`config.mk`:
```
export PLATFORM = sky130hd
export DESIGN_NAME = fifo_ctrl_flat
export DESIGN_NICKNAME = d
export VERILOG_FILES = /design/src/rtl/fifo_pkg.sv /design/src/rtl/fifo_ctrl_if.sv /design/src/rtl/fifo_ptr.sv /design/src/rtl/fifo_ctrl.sv /design/src/flat_wrapper.sv
export SDC_FILE = /design/constraint.sdc
export NUM_CORES = 1
export LEC_CHECK = 0
export ABC_AREA = 1
export BUFFER_PORTS_ARGS = -buffer_cell sky130_fd_sc_hd__buf_4
export CAP_MARGIN = 10
export CORE_UTILIZATION = 25
export DETAILED_ROUTE_END_ITERATION = 7
export GPL_ROUTABILITY_DRIVEN = 1
export GPL_TIMING_DRIVEN = 0
export HOLD_SLACK_MARGIN = 0.1
export PLACE_DENSITY_LB_ADDON = 0.25
export SETUP_SLACK_MARGIN = 0.02
export SLEW_MARGIN = 20
export SYNTH_ARGS = -nofsm -noshare
export SYNTH_HDL_FRONTEND = slang
export SYNTH_HIERARCHICAL = 1
export SYNTH_SLANG_ARGS = --single-unit
```
`constraint.sdc`:
```
create_clock -name clk -period 2.25 [get_ports clk]
set_input_delay 0.45 -clock clk [delete_from_list [all_inputs] [get_ports clk]]
set_output_delay 0.45 -clock clk [all_outputs]
set_load 0.01 [all_outputs]
```
`src/rtl/fifo_pkg.sv`:
```
// Shared defaults for the FIFO controller: RAM geometry, flag thresholds and
// the occupancy update opcode.
package fifo_pkg;

  localparam int unsigned RAM_WIDTH_DEF       = 10;
  localparam int unsigned RAM_DEPTH_DEF       = 8;
  localparam int unsigned ADDR_SIZE_DEF       = 3;
  localparam int unsigned ALMOST_FULL_TH_DEF  = 6;
  localparam int unsigned ALMOST_EMPTY_TH_DEF = 2;

  typedef enum logic [1:0] {
    CntHold = 2'd0,
    CntInc  = 2'd1,
    CntDec  = 2'd2
  } cnt_op_e;

endpackage

```
`src/rtl/fifo_ctrl_if.sv`:
```
// Producer/consumer and RAM-side signal bundle for fifo_ctrl.
// The slave modport is the controller's view; master is the surrounding logic.
interface fifo_ctrl_if
  import fifo_pkg::*;
#(
  parameter int unsigned RAM_WIDTH = RAM_WIDTH_DEF,
  parameter int unsigned ADDR_SIZE = ADDR_SIZE_DEF
);
  logic                 push;
  logic                 pop;
  logic [RAM_WIDTH-1:0] data_in;
  logic [RAM_WIDTH-1:0] ram_rd_data;
  logic                 ram_wr_enb;
  logic [ADDR_SIZE-1:0] ram_wr_addr;
  logic [RAM_WIDTH-1:0] ram_data_in;
  logic                 ram_rd_enb;
  logic [ADDR_SIZE-1:0] ram_rd_addr;
  logic [RAM_WIDTH-1:0] data_out;
  logic                 valid_out;
  logic                 full;
  logic                 empty;
  logic                 almost_full;
  logic                 almost_empty;
  logic [ADDR_SIZE:0]   count;
  logic                 error;

  modport slave (
    input  push, pop, data_in, ram_rd_data,
    output ram_wr_enb, ram_wr_addr, ram_data_in, ram_rd_enb, ram_rd_addr,
           data_out, valid_out, full, empty, almost_full, almost_empty, count, error
  );

  modport master (
    output push, pop, data_in, ram_rd_data,
    input  ram_wr_enb, ram_wr_addr, ram_data_in, ram_rd_enb, ram_rd_addr,
           data_out, valid_out, full, empty, almost_full, almost_empty, count, error
  );

endinterface

```
`src/rtl/fifo_ptr.sv`:
```
// Enable-driven wrapping address counter (0 .. DEPTH-1) with async
// active-high reset; used for both FIFO pointers.
module fifo_ptr #(
  parameter int unsigned ADDR_SIZE = 3,
  parameter int unsigned DEPTH     = 8
) (
  input  logic                 clk,
  input  logic                 rst,
  input  logic                 i_en,
  output logic [ADDR_SIZE-1:0] o_ptr
);

  localparam logic [ADDR_SIZE-1:0] LAST = ADDR_SIZE'(DEPTH - 1);

  logic [ADDR_SIZE-1:0] r_ptr;

  always_ff @(posedge clk or posedge rst) begin
    if (rst) begin
      r_ptr <= '0;
    end else if (i_en) begin
      r_ptr <= (r_ptr == LAST) ? '0 : r_ptr + 1'b1;
    end
  end

  assign o_ptr = r_ptr;

endmodule

```
`src/rtl/fifo_ctrl.sv`:
```
// Synchronous FIFO controller driving an external dual-port RAM.
// Define FIFO_CTRL_ERR_EN to enable the sticky overflow/underflow error flag.
module fifo_ctrl
  import fifo_pkg::*;
#(
  parameter int unsigned RAM_WIDTH       = RAM_WIDTH_DEF,
  parameter int unsigned RAM_DEPTH       = RAM_DEPTH_DEF,
  parameter int unsigned ADDR_SIZE       = ADDR_SIZE_DEF,
  parameter int unsigned ALMOST_FULL_TH  = ALMOST_FULL_TH_DEF,
  parameter int unsigned ALMOST_EMPTY_TH = ALMOST_EMPTY_TH_DEF
) (
  input  logic       clk,
  input  logic       rst,
  fifo_ctrl_if.slave bus
);

  localparam int unsigned CW = ADDR_SIZE + 1;
  localparam logic [ADDR_SIZE:0] DEPTH_C = CW'(RAM_DEPTH);
  localparam logic [ADDR_SIZE:0] AF_C    = CW'(ALMOST_FULL_TH);
  localparam logic [ADDR_SIZE:0] AE_C    = CW'(ALMOST_EMPTY_TH);

  logic                 w_push_acc;
  logic                 w_pop_acc;
  cnt_op_e              w_cnt_op;
  logic [ADDR_SIZE:0]   w_count_nxt;
  logic [ADDR_SIZE-1:0] w_wr_ptr;
  logic [ADDR_SIZE-1:0] w_rd_ptr;

  logic [ADDR_SIZE:0]   r_count;
  logic                 r_empty;
  logic                 r_full;
  logic                 r_almost_full;
  logic                 r_almost_empty;
  logic                 r_rd_pend;
  logic                 r_valid;
  logic [RAM_WIDTH-1:0] r_data;

  // A pop frees the slot the simultaneous push needs; pops never see same-cycle pushes.
  assign w_pop_acc  = !rst && bus.pop && !r_empty;
  assign w_push_acc = !rst && bus.push && (!r_full || w_pop_acc);

  fifo_ptr #(
    .ADDR_SIZE(ADDR_SIZE),
    .DEPTH    (RAM_DEPTH)
  ) u_wr_ptr (
    .clk  (clk),
    .rst  (rst),
    .i_en (w_push_acc),
    .o_ptr(w_wr_ptr)
  );

  fifo_ptr #(
    .ADDR_SIZE(ADDR_SIZE),
    .DEPTH    (RAM_DEPTH)
  ) u_rd_ptr (
    .clk  (clk),
    .rst  (rst),
    .i_en (w_pop_acc),
    .o_ptr(w_rd_ptr)
  );

  always_comb begin
    w_cnt_op = CntHold;
    if (w_push_acc && !w_pop_acc) begin
      w_cnt_op = CntInc;
    end else if (w_pop_acc && !w_push_acc) begin
      w_cnt_op = CntDec;
    end
  end

  always_comb begin
    w_count_nxt = r_count;
    unique case (w_cnt_op)
      CntInc:  w_count_nxt = r_count + 1'b1;
      CntDec:  w_count_nxt = r_count - 1'b1;
      default: w_count_nxt = r_count;
    endcase
  end

  always_ff @(posedge clk or posedge rst) begin
    if (rst) begin
      r_count        <= '0;
      r_empty        <= 1'b1;
      r_full         <= 1'b0;
      r_almost_full  <= 1'b0;
      r_almost_empty <= 1'b1;
    end else begin
      r_count        <= w_count_nxt;
      r_empty        <= (w_count_nxt == '0);
      r_full         <= (w_count_nxt == DEPTH_C);
      r_almost_full  <= (w_count_nxt >= AF_C);
      r_almost_empty <= (w_count_nxt <= AE_C);
    end
  end

  // RAM output is valid the edge after the read; capture it one edge later.
  always_ff @(posedge clk or posedge rst) begin
    if (rst) begin
      r_rd_pend <= 1'b0;
      r_valid   <= 1'b0;
      r_data    <= '0;
    end else begin
      r_rd_pend <= w_pop_acc;
      r_valid   <= r_rd_pend;
      if (r_rd_pend) begin
        r_data <= bus.ram_rd_data;
      end
    end
  end

`ifdef FIFO_CTRL_ERR_EN
  logic r_error;

  always_ff @(posedge clk or posedge rst) begin
    if (rst) begin
      r_error <= 1'b0;
    end else if ((bus.push && !w_push_acc) || (bus.pop && !w_pop_acc)) begin
      r_error <= 1'b1;
    end
  end

  assign bus.error = r_error;
`else
  assign bus.error = 1'b0;
`endif

  assign bus.ram_wr_enb   = w_push_acc;
  assign bus.ram_wr_addr  = w_wr_ptr;
  assign bus.ram_data_in  = bus.data_in;
  assign bus.ram_rd_enb   = w_pop_acc;
  assign bus.ram_rd_addr  = w_rd_ptr;
  assign bus.data_out     = r_data;
  assign bus.valid_out    = r_valid;
  assign bus.full         = r_full;
  assign bus.empty        = r_empty;
  assign bus.almost_full  = r_almost_full;
  assign bus.almost_empty = r_almost_empty;
  assign bus.count        = r_count;

endmodule

```
`src/flat_wrapper.sv`:
```
// flat-port wrapper written by rule: the top's interface ports become plain ports
module fifo_ctrl_flat import fifo_pkg::*;
#(
  parameter int unsigned RAM_WIDTH       = RAM_WIDTH_DEF,
  parameter int unsigned RAM_DEPTH       = RAM_DEPTH_DEF,
  parameter int unsigned ADDR_SIZE       = ADDR_SIZE_DEF,
  parameter int unsigned ALMOST_FULL_TH  = ALMOST_FULL_TH_DEF,
  parameter int unsigned ALMOST_EMPTY_TH = ALMOST_EMPTY_TH_DEF
)
  (clk, rst, bus_push, bus_pop, bus_data_in, bus_ram_rd_data, bus_ram_wr_enb, bus_ram_wr_addr, bus_ram_data_in, bus_ram_rd_enb, bus_ram_rd_addr, bus_data_out, bus_valid_out, bus_full, bus_empty, bus_almost_full, bus_almost_empty, bus_count, bus_error);
  fifo_ctrl_if #(.RAM_WIDTH(RAM_WIDTH), .ADDR_SIZE(ADDR_SIZE)) bus_i ();
  input  logic clk;
  input  logic rst;
  input wire logic [$bits(bus_i.push)-1:0] bus_push;
  input wire logic [$bits(bus_i.pop)-1:0] bus_pop;
  input wire logic [$bits(bus_i.data_in)-1:0] bus_data_in;
  input wire logic [$bits(bus_i.ram_rd_data)-1:0] bus_ram_rd_data;
  output wire logic [$bits(bus_i.ram_wr_enb)-1:0] bus_ram_wr_enb;
  output wire logic [$bits(bus_i.ram_wr_addr)-1:0] bus_ram_wr_addr;
  output wire logic [$bits(bus_i.ram_data_in)-1:0] bus_ram_data_in;
  output wire logic [$bits(bus_i.ram_rd_enb)-1:0] bus_ram_rd_enb;
  output wire logic [$bits(bus_i.ram_rd_addr)-1:0] bus_ram_rd_addr;
  output wire logic [$bits(bus_i.data_out)-1:0] bus_data_out;
  output wire logic [$bits(bus_i.valid_out)-1:0] bus_valid_out;
  output wire logic [$bits(bus_i.full)-1:0] bus_full;
  output wire logic [$bits(bus_i.empty)-1:0] bus_empty;
  output wire logic [$bits(bus_i.almost_full)-1:0] bus_almost_full;
  output wire logic [$bits(bus_i.almost_empty)-1:0] bus_almost_empty;
  output wire logic [$bits(bus_i.count)-1:0] bus_count;
  output wire logic [$bits(bus_i.error)-1:0] bus_error;
  assign bus_i.push = bus_push;
  assign bus_i.pop = bus_pop;
  assign bus_i.data_in = bus_data_in;
  assign bus_i.ram_rd_data = bus_ram_rd_data;
  assign bus_ram_wr_enb = bus_i.ram_wr_enb;
  assign bus_ram_wr_addr = bus_i.ram_wr_addr;
  assign bus_ram_data_in = bus_i.ram_data_in;
  assign bus_ram_rd_enb = bus_i.ram_rd_enb;
  assign bus_ram_rd_addr = bus_i.ram_rd_addr;
  assign bus_data_out = bus_i.data_out;
  assign bus_valid_out = bus_i.valid_out;
  assign bus_full = bus_i.full;
  assign bus_empty = bus_i.empty;
  assign bus_almost_full = bus_i.almost_full;
  assign bus_almost_empty = bus_i.almost_empty;
  assign bus_count = bus_i.count;
  assign bus_error = bus_i.error;
  fifo_ctrl #(.RAM_WIDTH(RAM_WIDTH), .RAM_DEPTH(RAM_DEPTH), .ADDR_SIZE(ADDR_SIZE), .ALMOST_FULL_TH(ALMOST_FULL_TH), .ALMOST_EMPTY_TH(ALMOST_EMPTY_TH)) u_core (.clk(clk), .rst(rst), .bus(bus_i));
endmodule
```
* Word level (Yosys, flattened, before mapping)
Index checks and enable logic that the tools add are counted.
Cells by class: $add $sub $neg 4, reductions and logical operators 13, equality and inequality tests 5, multiplexer cells 5, order comparisons 2
Operator list (count):
- 4-bit case mux with 2 select lines | 1
- 3-bit by 1-bit adder with 3-bit output, second input constant | 2
- 3-bit == test, second input constant | 2
- 1-bit logical AND | 6
- 3-bit 2-to-1 mux | 2
- 1-bit logical NOT | 5
- 4-bit by 1-bit adder with 4-bit output, second input constant | 1
- 4-bit == test, second input constant | 1
- 4-bit by 3-bit >= comparator with 1-bit output, second input constant | 1
- 4-bit by 2-bit less-or-equal comparator with 1-bit output, second input constant | 1
- 4-bit logical NOT | 1
- 2-bit 2-to-1 mux | 2
- 4-bit by 1-bit subtractor with 4-bit output, second input constant | 1
- 2-bit by 1-bit == test with 1-bit output, second input constant | 1
- 2-bit == test, second input constant | 1
- 1-bit logical OR | 1
Word-level totals: input port bits 24, word-level logic and storage cells 39, register bits after elaboration 26

* Logic depth before layout (Yosys ltp)
Gate-level depths: netlist of the first run.
depth in word-level cells 12, gate-level depth with buffers 16, depth with buffers taken out 16

* Hierarchy
Netlist of the first run, hierarchy kept.
By module, submodules not included:
- fifo_ctrl | seq. area each 503.0 µm², area each 970.9 µm², cells each 95, times used 1
- fifo_ptr | seq. area each 75.1 µm², area each 150.1 µm², cells each 18, times used 2

* Least setup slack after synthesis of the first run
Ideal clock, no wire load.
kind input-to-reg, start point input port rst, end point register u_core.r_full (netlist: u_core/bus.full), data arrival time 2.582 ns, data required time 2.178 ns, path buffers 0, cell stages on the path 10, slack -0.404 ns, path through inv_1 -> and3_1 -> inv_1 -> ha_1 -> fa_1 -> or2_1 -> nand3_1 -> and2_4 -> nand3_1 -> nor2_1
Between the ends: word-level cells in the longest chain between the ends 12, elaborated cells on any way between the ends 16
Ends and longest elaborated chain:
- from (decl) | line flat_wrapper.sv:13 | input logic rst;
- 1-bit logical NOT * | line fifo_ctrl.sv:39, fifo_ctrl.sv:40
- 1-bit logical AND (2 in a row) | line fifo_ctrl.sv:39 | assign w_pop_acc = !rst && bus.pop && !r_empty;
- 1-bit logical OR | line fifo_ctrl.sv:40 | assign w_push_acc = !rst && bus.push && (!r_full || w_pop_acc);
- 1-bit logical AND * | line fifo_ctrl.sv:40
- net bus_ram_wr_enb | line flat_wrapper.sv:18 | output wire logic [$bits(bus_i.ram_wr_enb)-1:0] bus_ram_wr_enb;
- 1-bit logical NOT | line fifo_ctrl.sv:66 | end else if (w_pop_acc && !w_push_acc) begin
- 1-bit logical AND | line fifo_ctrl.sv:66
- 2-bit 2-to-1 mux | line fifo_ctrl.sv:66
- 2-bit 2-to-1 mux * | line fifo_ctrl.sv:64 | if (w_push_acc && !w_pop_acc) begin
- 2-bit == test / 2-bit by 1-bit == test with 1-bit output (equally long branches) | line fifo_ctrl.sv:73 | unique case (w_cnt_op)
- 4-bit case mux with 2 select lines * | line fifo_ctrl.sv:73
- 4-bit == test * | line fifo_ctrl.sv:90 | r_full <= (w_count_nxt == DEPTH_C);
- to (signal assigned) | line fifo_ctrl.sv:90
- to (decl) | line fifo_ctrl.sv:31 | logic r_full;
The timed path passes the listed nets; every way through them passes the cells marked *. A chain may end at the register's enable or synchronous reset.

* Worst setup path after layout of the first run
start point register u_core.r_empty (netlist: u_core/bus.empty), end point register u_core.r_empty (netlist: u_core/bus.empty)
Between the ends: word-level cells in the longest chain between the ends 11, elaborated cells on any way between the ends 14
Ends and longest elaborated chain:
- from (decl) | line fifo_ctrl.sv:30 | logic r_empty;
- from (signal assigned) | line fifo_ctrl.sv:89 | r_empty <= (w_count_nxt == '0);
- 1-bit logical NOT * | line fifo_ctrl.sv:39
- 1-bit logical AND * | line fifo_ctrl.sv:39
- 1-bit logical OR | line fifo_ctrl.sv:40
- 1-bit logical AND | line fifo_ctrl.sv:40
- 1-bit logical NOT | line fifo_ctrl.sv:66
- 1-bit logical AND | line fifo_ctrl.sv:66
- 2-bit 2-to-1 mux | line fifo_ctrl.sv:66
- 2-bit 2-to-1 mux * | line fifo_ctrl.sv:64
- 2-bit == test / 2-bit by 1-bit == test with 1-bit output (equally long branches) | line fifo_ctrl.sv:73
- 4-bit case mux with 2 select lines * | line fifo_ctrl.sv:73
- 4-bit logical NOT * | line fifo_ctrl.sv:89
Every way passes the cells marked *; elsewhere a longest branch is shown, timed or not.

==> metrics.txt, run 1 <==
Slew @ Worst Pin 0.501 ns; gpl congestion 0.778; Reg2Reg Depth 12; PortBufs 50; vias in the first global route 897; post-synthesis adder-cell area fraction 8.46%; pin count of the biggest net entering global routing 15; max cap viols 0; clock buffer depth 2; DR vias/cell 3.80; htree depth 1; Routed Antenna Nets 0; Synth Instances 131; initial antenna violation count 0; drt first pass iters 4; Worst EP arrival 2.30 ns; power per cell area 1090 nW/µm²; GRT Resource Usage Total 10.5%; Synth Net Count 163; FF-to-FF End u_core/bus.empty; routed len/inst 10.6 µm; FMAX 477 MHz; Initial Utilization 26.4%; xor and xnor area share after synthesis 0.689%; clock latency on the worst-skew pair 0.26 ns; dpl ws -0.420 ns; Fin. Hold Viols 0; fillers 517; CP startpoint u_core/bus.empty; Synth Area in Compound Gates 0.787%; Sum Neg Setup Slack 0 ns; GRT overflow 0; status finished, final reports clean; Net count, final 221; post-synthesis register bit count 26; Die ar. 5370 µm²; relative slew slack 66.4%; clock buffer count from CTS 3; first-pass GRT wire length 4.24 mm; final setup fails 0; WS Path Type register to register; syn_area_per_cell 9.70 µm²; Core ar. 4820 µm²; sequential share of the synthesized area 51.4%; Peak VDD IR 0.000542 V; Reg clk slew, reported paths 0.09 ns; CP Launch Type register; Max Slew Vio Count 0; vias post-DR 970; final period utilization 93.2%; Hold Slack 0.149 ns; CTS tree built; I/O Pins 62; RSZ-0062 raised after global routing no; non-filler cells, final 255; Synth cell types 18; Reg-to-Reg Start u_core/bus.empty; Root Buffer clkbuf_8; Area Overhead vs Synth 44.8%; Worst Setup End Kind register; HPWL after DPL 2.02 mm; Fin Clk Skew 0.00209 ns; mux cell area share after synthesis 8.86%; Worst R2R Setup Slack 0.15 ns; share of cells above drive strength 1 48.4%; CP max FO 5; final wirelength 2.71 mm; Cell Rows 25; number of remaining DRC errors 0; Die Wd 73.3 µm; Period minus WS final 2.10 ns; Diodes inserted 0; CTS sink count 26; Hold Crit Class primary input to async pin; DRT iter0 DRCs 39; die height 73.3 µm; critical path required time 2.45 ns; yosys warns 6; # placed instances 248; mapped cell area 1270 µm²; worst setup margin 0.153 ns; Static Leakage 0.000969 µW; largest family of logic cells by synthesized area simple AND/OR/NAND/NOR gates; Simple-Gate Fraction of Synth Area 17.3%
[flip-flops by register name (all words and copies together) (netlist names)]
signal,cells
u_core/bus.valid_out,1
u_core/bus.empty,1
u_core/r_rd_pend,1
u_core/bus.data_out,10
u_core/bus.count,4
u_core/bus.almost_full,1
u_core/u_rd_ptr/o_ptr,3
u_core/bus.almost_empty,1
u_core/bus.full,1
u_core/u_wr_ptr/o_ptr,3
[how the worst max path moves through the flow]
stage / to / slack, ns / cells after the start
2_1_floorplan: u_core/bus.full / 0.02 / 10
3_3_place_gp: u_core/bus.full / -0.41 / 11
3_5_place_dp: u_core/bus.empty / -0.42 / 11
4_1_cts: u_core/bus.full / 0.07 / 12
5_1_grt: u_core/bus.empty / 0.02 / 12
6_report: u_core/bus.empty / 0.15 / 12
[metal layers]
metal / GRT usage, % / vias to the layer above / share of wire (%)
met5: 0 / - / 0
met4: 2.56 / 0 / 0.63
met3: 2.47 / 2 / 4.8
met2: 20.0 / 28 / 51
met1: 11.8 / 433 / 44
li1: - / 507 / -
[stage by stage]
stage | util, % | power (µW) | instance area [µm²]
floorplan | - | 1340 | 1310
global placement | 36.7 | 1740 | 1770
detailed placement | 36.7 | 1760 | 1770
CTS | 38.0 | 2040 | 1830
global route | 38.2 | 2200 | 1840
finish | 38.2 | 2010 | 1840
[what timing repair did]
item	CTS	global route
pin swaps	0	1
gates resized for setup	1	1
cloned	1	0
buffers inserted	0	1
hold buffers	1	0
endpoints found under the hold margin	6	0
setup endpoints to repair	5	4
[cell type report]
class | instances | area (µm²) | share of cell area (%)
flip-flops and latches | 26 | 653 | 35.5
multi-input cells | 75 | 502 | 27.3
repair inverters | 1 | 5.00 | 0.272
inverters | 18 | 71.3 | 3.87
repair buffers | 52 | 393 | 21.3
well taps | 67 | 83.8 | 4.55
plain buffers | 12 | 87.6 | 4.76
clock buffers | 4 | 45.0 | 2.45
[cell families after synthesis]
family	Yosys count
fa+ha+maj	8
xor+xnor	1
mux	10
other cells	1
flops	26
buf+inv	30
simple gates	53
compound gates	2
[cell usage after synthesis (all sizes together)]
cell type | instances | area (µm²)
dfstp | 2 | 52.6
xor2 | 1 | 8.76
and2 | 1 | 8.76
o21ai | 2 | 10.0
inv | 18 | 67.6
nand2 | 33 | 124
mux2 | 10 | 113
nor2 | 9 | 33.8
nand3 | 7 | 35.0
and3 | 1 | 6.26
dfrtp | 24 | 601
fa | 1 | 20.0
buf | 12 | 87.6
ha | 7 | 87.6
conb | 1 | 3.75
or2 | 2 | 12.5
[report_power, final]
part           total (µW)  switching, µW  leakage, µW  internal, µW
clock network         265            138    0.0000228           126
logic                 955            459     0.000632           496
registers             794            141     0.000314           653
[cell usage in the layout (no fill, tap or decap), drive strengths merged]
cell / Yosys / routed
dfstp: 2 / 2
buf: 12 / 63
dfrtp: 24 / 24
fa: 1 / 1
clkbuf: 0 / 4
nor2: 9 / 9
mux2: 10 / 10
or2: 2 / 2
inv: 18 / 17
nand3: 7 / 7
clkinvlp: 0 / 2
dlygate4sd3: 0 / 1
conb: 1 / 1
o21ai: 2 / 2
and2: 1 / 1
nand2: 33 / 33
and3: 1 / 1
ha: 7 / 7
xor2: 1 / 1
[worst max-delay path: stages, from the launching register on]
cell and delay [ns]:
dfstp_2 0.38, nor2_1 0.10, inv_1 0.07, nand2_1 0.06, and3_4 0.17, inv_1 0.06
ha_4 0.19, fa_2 0.34, or2_1 0.23, nand3_1 0.06, and2_4 0.15, nand3_1 0.09
nor2_1 0.13
Note: power is estimated with default switching activity, not from simulation.
==> run 2, diff against run 1 <==
==> constraint.sdc (replaced) <==
create_clock -name clk -period 2.25 [get_ports clk]
set_input_delay 0.45 -clock clk [delete_from_list [all_inputs] [get_ports clk]]
set_output_delay 0.45 -clock clk [all_outputs]
set_load 0.1 [all_outputs]
==> run 2 against run 1 <==
Against the previous run:
- largest cell class unchanged
- critical path depth did not move
- final cell count rose by 1.6%
- die area did not move
- highest routed layer unchanged
- register-to-register slack got worse by 0.02 ns
- global-route usage barely moved
==> metrics.txt, run 2 (synthesis results as in run 1) <==
Routed met3 length 153 µm (+18%); clock latency on the worst-skew pair 0.27 ns (about the same); Area Overhead vs Synth 52.8%; drt first pass iters 4 (unchanged); status finished, final reports clean; Die ar. 5370 µm² (unchanged); DR vias/cell 3.90 (+2.6%); Reg2Reg Depth 12 (unchanged); max cap viols 0 (unchanged); final wirelength 2.64 mm (-2.4%); commonest non-fill, non-tap cell in the layout buf_4; routed length on met1 1.27 mm (+7.6%); critical path required time 2.46 ns (about the same); first-pass GRT wire length 4.31 mm (+1.6%); Period minus WS final 2.12 ns (+0.0208 ns); Final Util 40.3% (+2.1 points); Reg clk slew, reported paths 0.09 ns (about the same); max incr delay on CP 0.48 ns (+0.10 ns); Cell Rows 25 (unchanged); GRT overflow 0 (unchanged); WL met2 1.18 mm (-15%); clock buffer count from CTS 3 (unchanged); final setup fails 0 (unchanged); routed len/inst 10.2 µm (-3.9%); critical path's slowest cell dfstp_4; CTS sink count 26 (unchanged); gpl congestion 0.691 (-11%); Max Slew Vio Count 0 (unchanged); PortBufs 50 (unchanged); Diodes inserted 0 (unchanged); FF-to-FF End u_core/bus.full; flip-flop count of the largest register after layout 10 (unchanged); Worst R2R Setup Slack 0.13 ns (-0.02 ns); clock buffer depth 2 (unchanged); die height 73.3 µm (unchanged); share of cells above drive strength 1 55.7% (+7.3 points); GRT Resource Usage Total 10.5% (-0.046 points); RSZ-0062 raised after global routing yes; CP max FO 5 (unchanged); Die Wd 73.3 µm (unchanged); vias in the first global route 924 (+3.0%); Fin. Hold Viols 0 (unchanged); Root Buffer clkbuf_8; Core ar. 4820 µm² (unchanged); CP Launch Type register; HPWL after DPL 2.00 mm (-0.99%); highest metal used met4; Fin Clk Skew 0.00655 ns (+0.00446 ns); Initial Utilization 26.4% (unchanged); CP Cell Sequence nor2_2 -> inv_1 -> nand2_1 -> and3_4 -> inv_2 -> ha_4 -> fa_2 -> or2_1 -> nand3_2 -> and2_4 -> nand3_4 -> nor2_1; FMAX 472 MHz (-0.98%); Net count, final 225 (+1.8%); vias post-DR 1011 (+4.2%); Worst Setup End Kind register; I/O Pins 62 (unchanged); pin count of the biggest net entering global routing 16 (+1); WS Path Type register to register; Worst EP arrival 2.32 ns (+0.02 ns); DRT iter0 DRCs 19 (-51%); fillers 515 (-0.39%); Hold Crit Class primary input to async pin; Routed Antenna Nets 0 (unchanged); CTS tree built; number of remaining DRC errors 0 (unchanged); Reg-to-Reg Start u_core/bus.empty; most frequent cells in the layout buf_4 (66), nand2_1 (32), dfrtp_1 (23); initial antenna violation count 0 (unchanged); htree depth 1 (unchanged); final period utilization 94.1% (+0.93 points)
## run 2: what timing repair did
action	4_1_cts	5_1_grt
setup buffers	0	5
pin swaps	0	6
setup endpoints to repair	4	5
cloned	1	0
hold buffers	1	0
gates resized for setup	0	7
endpoints found under the hold margin	6	0
## run 2: area by class of cell
class | instances | area (µm²) | share of cell area [%]
Clock inverter | 1 | 30.0 | 1.55
Timing Repair inverter | 1 | 5.00 | 0.258
Timing Repair Buffer | 56 | 423 | 21.8
Sequential cell | 26 | 658 | 33.9
Tap cell | 67 | 83.8 | 4.32
Inverter | 18 | 71.3 | 3.67
Clock buffer | 3 | 41.3 | 2.13
Multi-Input combinational cell | 75 | 542 | 27.9
Buffer | 12 | 87.6 | 4.51
## run 2: how the worst max path moves through the flow
stage,startpoint,endpoint,slack (ns)
2_1_floorplan,u_core/bus.empty,u_core/bus.almost_full,-0.21
6_report,u_core/bus.empty,u_core/bus.full,0.13
3_3_place_gp,rst,u_core/bus.almost_full,-0.34
5_1_grt,u_core/bus.empty,u_core/bus.almost_full,-0.02
3_5_place_dp,rst,u_core/bus.almost_full,-0.34
4_1_cts,u_core/bus.empty,u_core/bus.empty,0.03
## run 2: per-stage QoR
step	setup WS (ns)	instance area [µm²]	TNS (ns)	cells	hold slack, ns
3_3_place_gp	-0.340	1790	-1.86	248	0.356
4_1_cts	0.0345	1870	0	254	0.155
5_1_grt	-0.0165	1940	-0.0279	259	0.154
6_report	0.132	1940	0	259	0.152
2_1_floorplan	-0.207	1330	-1.13	131	0.204
3_5_place_dp	-0.342	1790	-1.86	248	0.356
## run 2: routing by layer
metal,GRT usage (%),vias to the layer above
met5,0,-
met4,3.85,0
met3,2.47,4
met2,16.8,39
met1,13.9,453
li1,-,515
## run 2: worst max-delay path: cells and delay by family (launching register included)
kind | cells | cell delay [ns]
and+or+nand+nor | 8 | 0.95
adders and majority gates | 2 | 0.51
DFF | 1 | 0.48
buffers and inverters | 2 | 0.10
Power of run 2 is not shown: default switching activity piles up to over one toggle a cycle in this logic, so the estimate is an artifact.
==> run 3, diff against run 2 <==
--- a/config.mk
+++ b/config.mk
@@ -8,6 +8,8 @@
 export ABC_AREA = 1
 export BUFFER_PORTS_ARGS = -buffer_cell sky130_fd_sc_hd__buf_4
 export CAP_MARGIN = 10
+export CELL_PAD_IN_SITES_DETAIL_PLACEMENT = 2
+export CELL_PAD_IN_SITES_GLOBAL_PLACEMENT = 2
 export CORE_UTILIZATION = 25
 export DETAILED_ROUTE_END_ITERATION = 7
 export GPL_ROUTABILITY_DRIVEN = 1
==> run 3 against run 2 <==
Against the previous run:
- non-clock buffer count fell by 2
- via count grew 6.9%
- highest routed layer unchanged
- clock-buffer cell count did not move
- clock skew fell by 0.0046 ns
- worst hold slack lost 0.0071 ns
- core utilization shrank 0.10 points
- first-iteration DRC count rose to 2.7 times the previous value
- global-route usage is 3.2 points higher
- critical path type unchanged
- sequential share of layout area is 0.087 points higher
- critical endpoint is now u_core/bus.empty
- worst setup slack got worse by 0.10 ns
==> metrics.txt, run 3 (synthesis results as in run 1) <==
Worst Setup End Kind register; final setup fails 0 (unchanged); Slew @ Worst Pin 0.501 ns; status finished, final reports clean; Cell Rows 25 (unchanged); FMAX 450 MHz (-4.6%); initial antenna violation count 0 (unchanged); Routed Antenna Nets 0 (unchanged); max cap viols 0 (unchanged); Root Buffer clkbuf_8; CP Launch Type register; GRT Resource Usage Total 13.7% (+3.2 points); clock buffer count from CTS 3 (unchanged); clock latency on the worst-skew pair 0.27 ns (about the same); Die ar. 5370 µm² (unchanged); HPWL after DPL 2.77 mm (+38%); Fin. Hold Viols 0 (unchanged); I/O Pins 62 (unchanged); CP max FO 5 (unchanged); commonest non-fill, non-tap cell in the layout buf_4; DRT iter0 DRCs 52 (+33); area post-placement 1790 µm² (unchanged); first-pass GRT wire length 5.57 mm (+29%); RSZ-0062 raised after global routing yes; GRT overflow 0 (unchanged); Hold Crit Class primary input to async pin; Initial Utilization 26.4% (unchanged); final wirelength 3.64 mm (+38%); Reg clk slew, reported paths 0.09 ns (about the same); DR vias/cell 4.21 (+7.8%); CTS tree built; die height 73.3 µm (unchanged); htree depth 1 (unchanged); dpl ws -0.422 ns (-0.0801 ns); Diodes inserted 0 (unchanged); final period utilization 98.7% (+4.6 points); Die Wd 73.3 µm (unchanged); WS Path Type register to register; number of remaining DRC errors 0 (unchanged); worst setup margin 0.0290 ns (-0.103 ns); vias in the first global route 1146 (+24%); vias post-DR 1081 (+6.9%); Max Slew Vio Count 0 (unchanged); flip-flop count of the largest register after layout 10 (unchanged); critical path required time 2.46 ns (about the same); Fin Clk Skew 0.00193 ns (-0.00462 ns); Period minus WS final 2.22 ns (+0.103 ns); relative slew slack 66.4%; routed len/inst 14.1 µm (+39%); Worst EP arrival 2.43 ns (+0.11 ns); drt first pass iters 2 (-2); Core ar. 4820 µm² (unchanged); Area Overhead vs Synth 52.4%; PortBufs 50 (unchanged); Hold Slack 0.145 ns (-0.00714 ns); pin count of the biggest net entering global routing 16 (unchanged); final instance area 1940 µm² (-0.26%); CTS sink count 26 (unchanged); most frequent cells in the layout buf_4 (64), nand2_1 (31), dfrtp_1 (23); Net count, final 223 (-0.89%); share of cells above drive strength 1 56.3% (+0.59 points); clock buffer depth 2 (unchanged); gpl congestion 0.769 (+11%)
-- run 3: layer usage --
layer  global-route usage [%]  vias to the layer above  part of all wire [%]
li1                         -                      507                     -
met1                     15.8                      544                    39
met2                     26.1                       28                    57
met3                     3.02                        2                   3.8
met4                     1.92                        0                  0.39
met5                        0                        -                     0
-- run 3: worst paths after layout --
| path | startpoint | to | slack, ns | depth (start not counted) |
|---|---|---|---|---|
| max in group asynchronous | rst | u_core/u_wr_ptr/o_ptr[0] | 1.42 | 3 |
| min in group clk | u_core/r_rd_pend | u_core/bus.valid_out | 0.40 | 0 |
| max reg2reg | u_core/bus.empty | u_core/bus.empty | 0.03 | 12 |
| max | u_core/bus.empty | u_core/bus.empty | 0.03 | 12 |
| min reg2reg | u_core/r_rd_pend | u_core/bus.valid_out | 0.40 | 0 |
| min | rst | u_core/bus.data_out[9] | 0.15 | 2 |
-- run 3: worst max-delay path, cell delays in order (launching register included) --
cell     delay [ns]
dfstp_4        0.49
nor2_4         0.08
inv_2          0.04
nand2_2        0.06
and3_4         0.21
inv_4          0.04
ha_4           0.18
fa_2           0.36
or2_1          0.23
nand3_2        0.07
and2_4         0.18
nand3_4        0.09
nor2_4         0.13
-- run 3: final cells by class --
| type | instances | area (µm²) |
|---|---|---|
| buffer | 12 | 87.6 |
| clock buffer | 3 | 41.3 |
| clock inverter | 1 | 30.0 |
| fill | 558 | 2880 |
| inverter | 18 | 73.8 |
| multi-input combinational | 75 | 549 |
| sequential | 26 | 658 |
| tap | 67 | 83.8 |
| timing repair buffer | 54 | 408 |
| timing repair inverter | 1 | 5.00 |
-- run 3: what timing repair did --
item                                    4_1_cts  5_1_grt
endpoints found under the hold margin         6        0
pin swaps                                     0        9
buffers inserted                              1        2
hold buffers                                  1        0
cloned                                        1        0
resized for setup                             0       12
endpoints found under the setup margin        5        6
-- run 3: metrics by stage --
stage,util [%],std cells,TNS (ns)
finish,40.2,257,0
global placement,37.1,248,-1.45
floorplan,-,131,-1.13
detailed placement,37.1,248,-2.14
CTS,39.1,255,0
global route,40.2,257,-0.104
Power of run 3 is left out for the same reason.
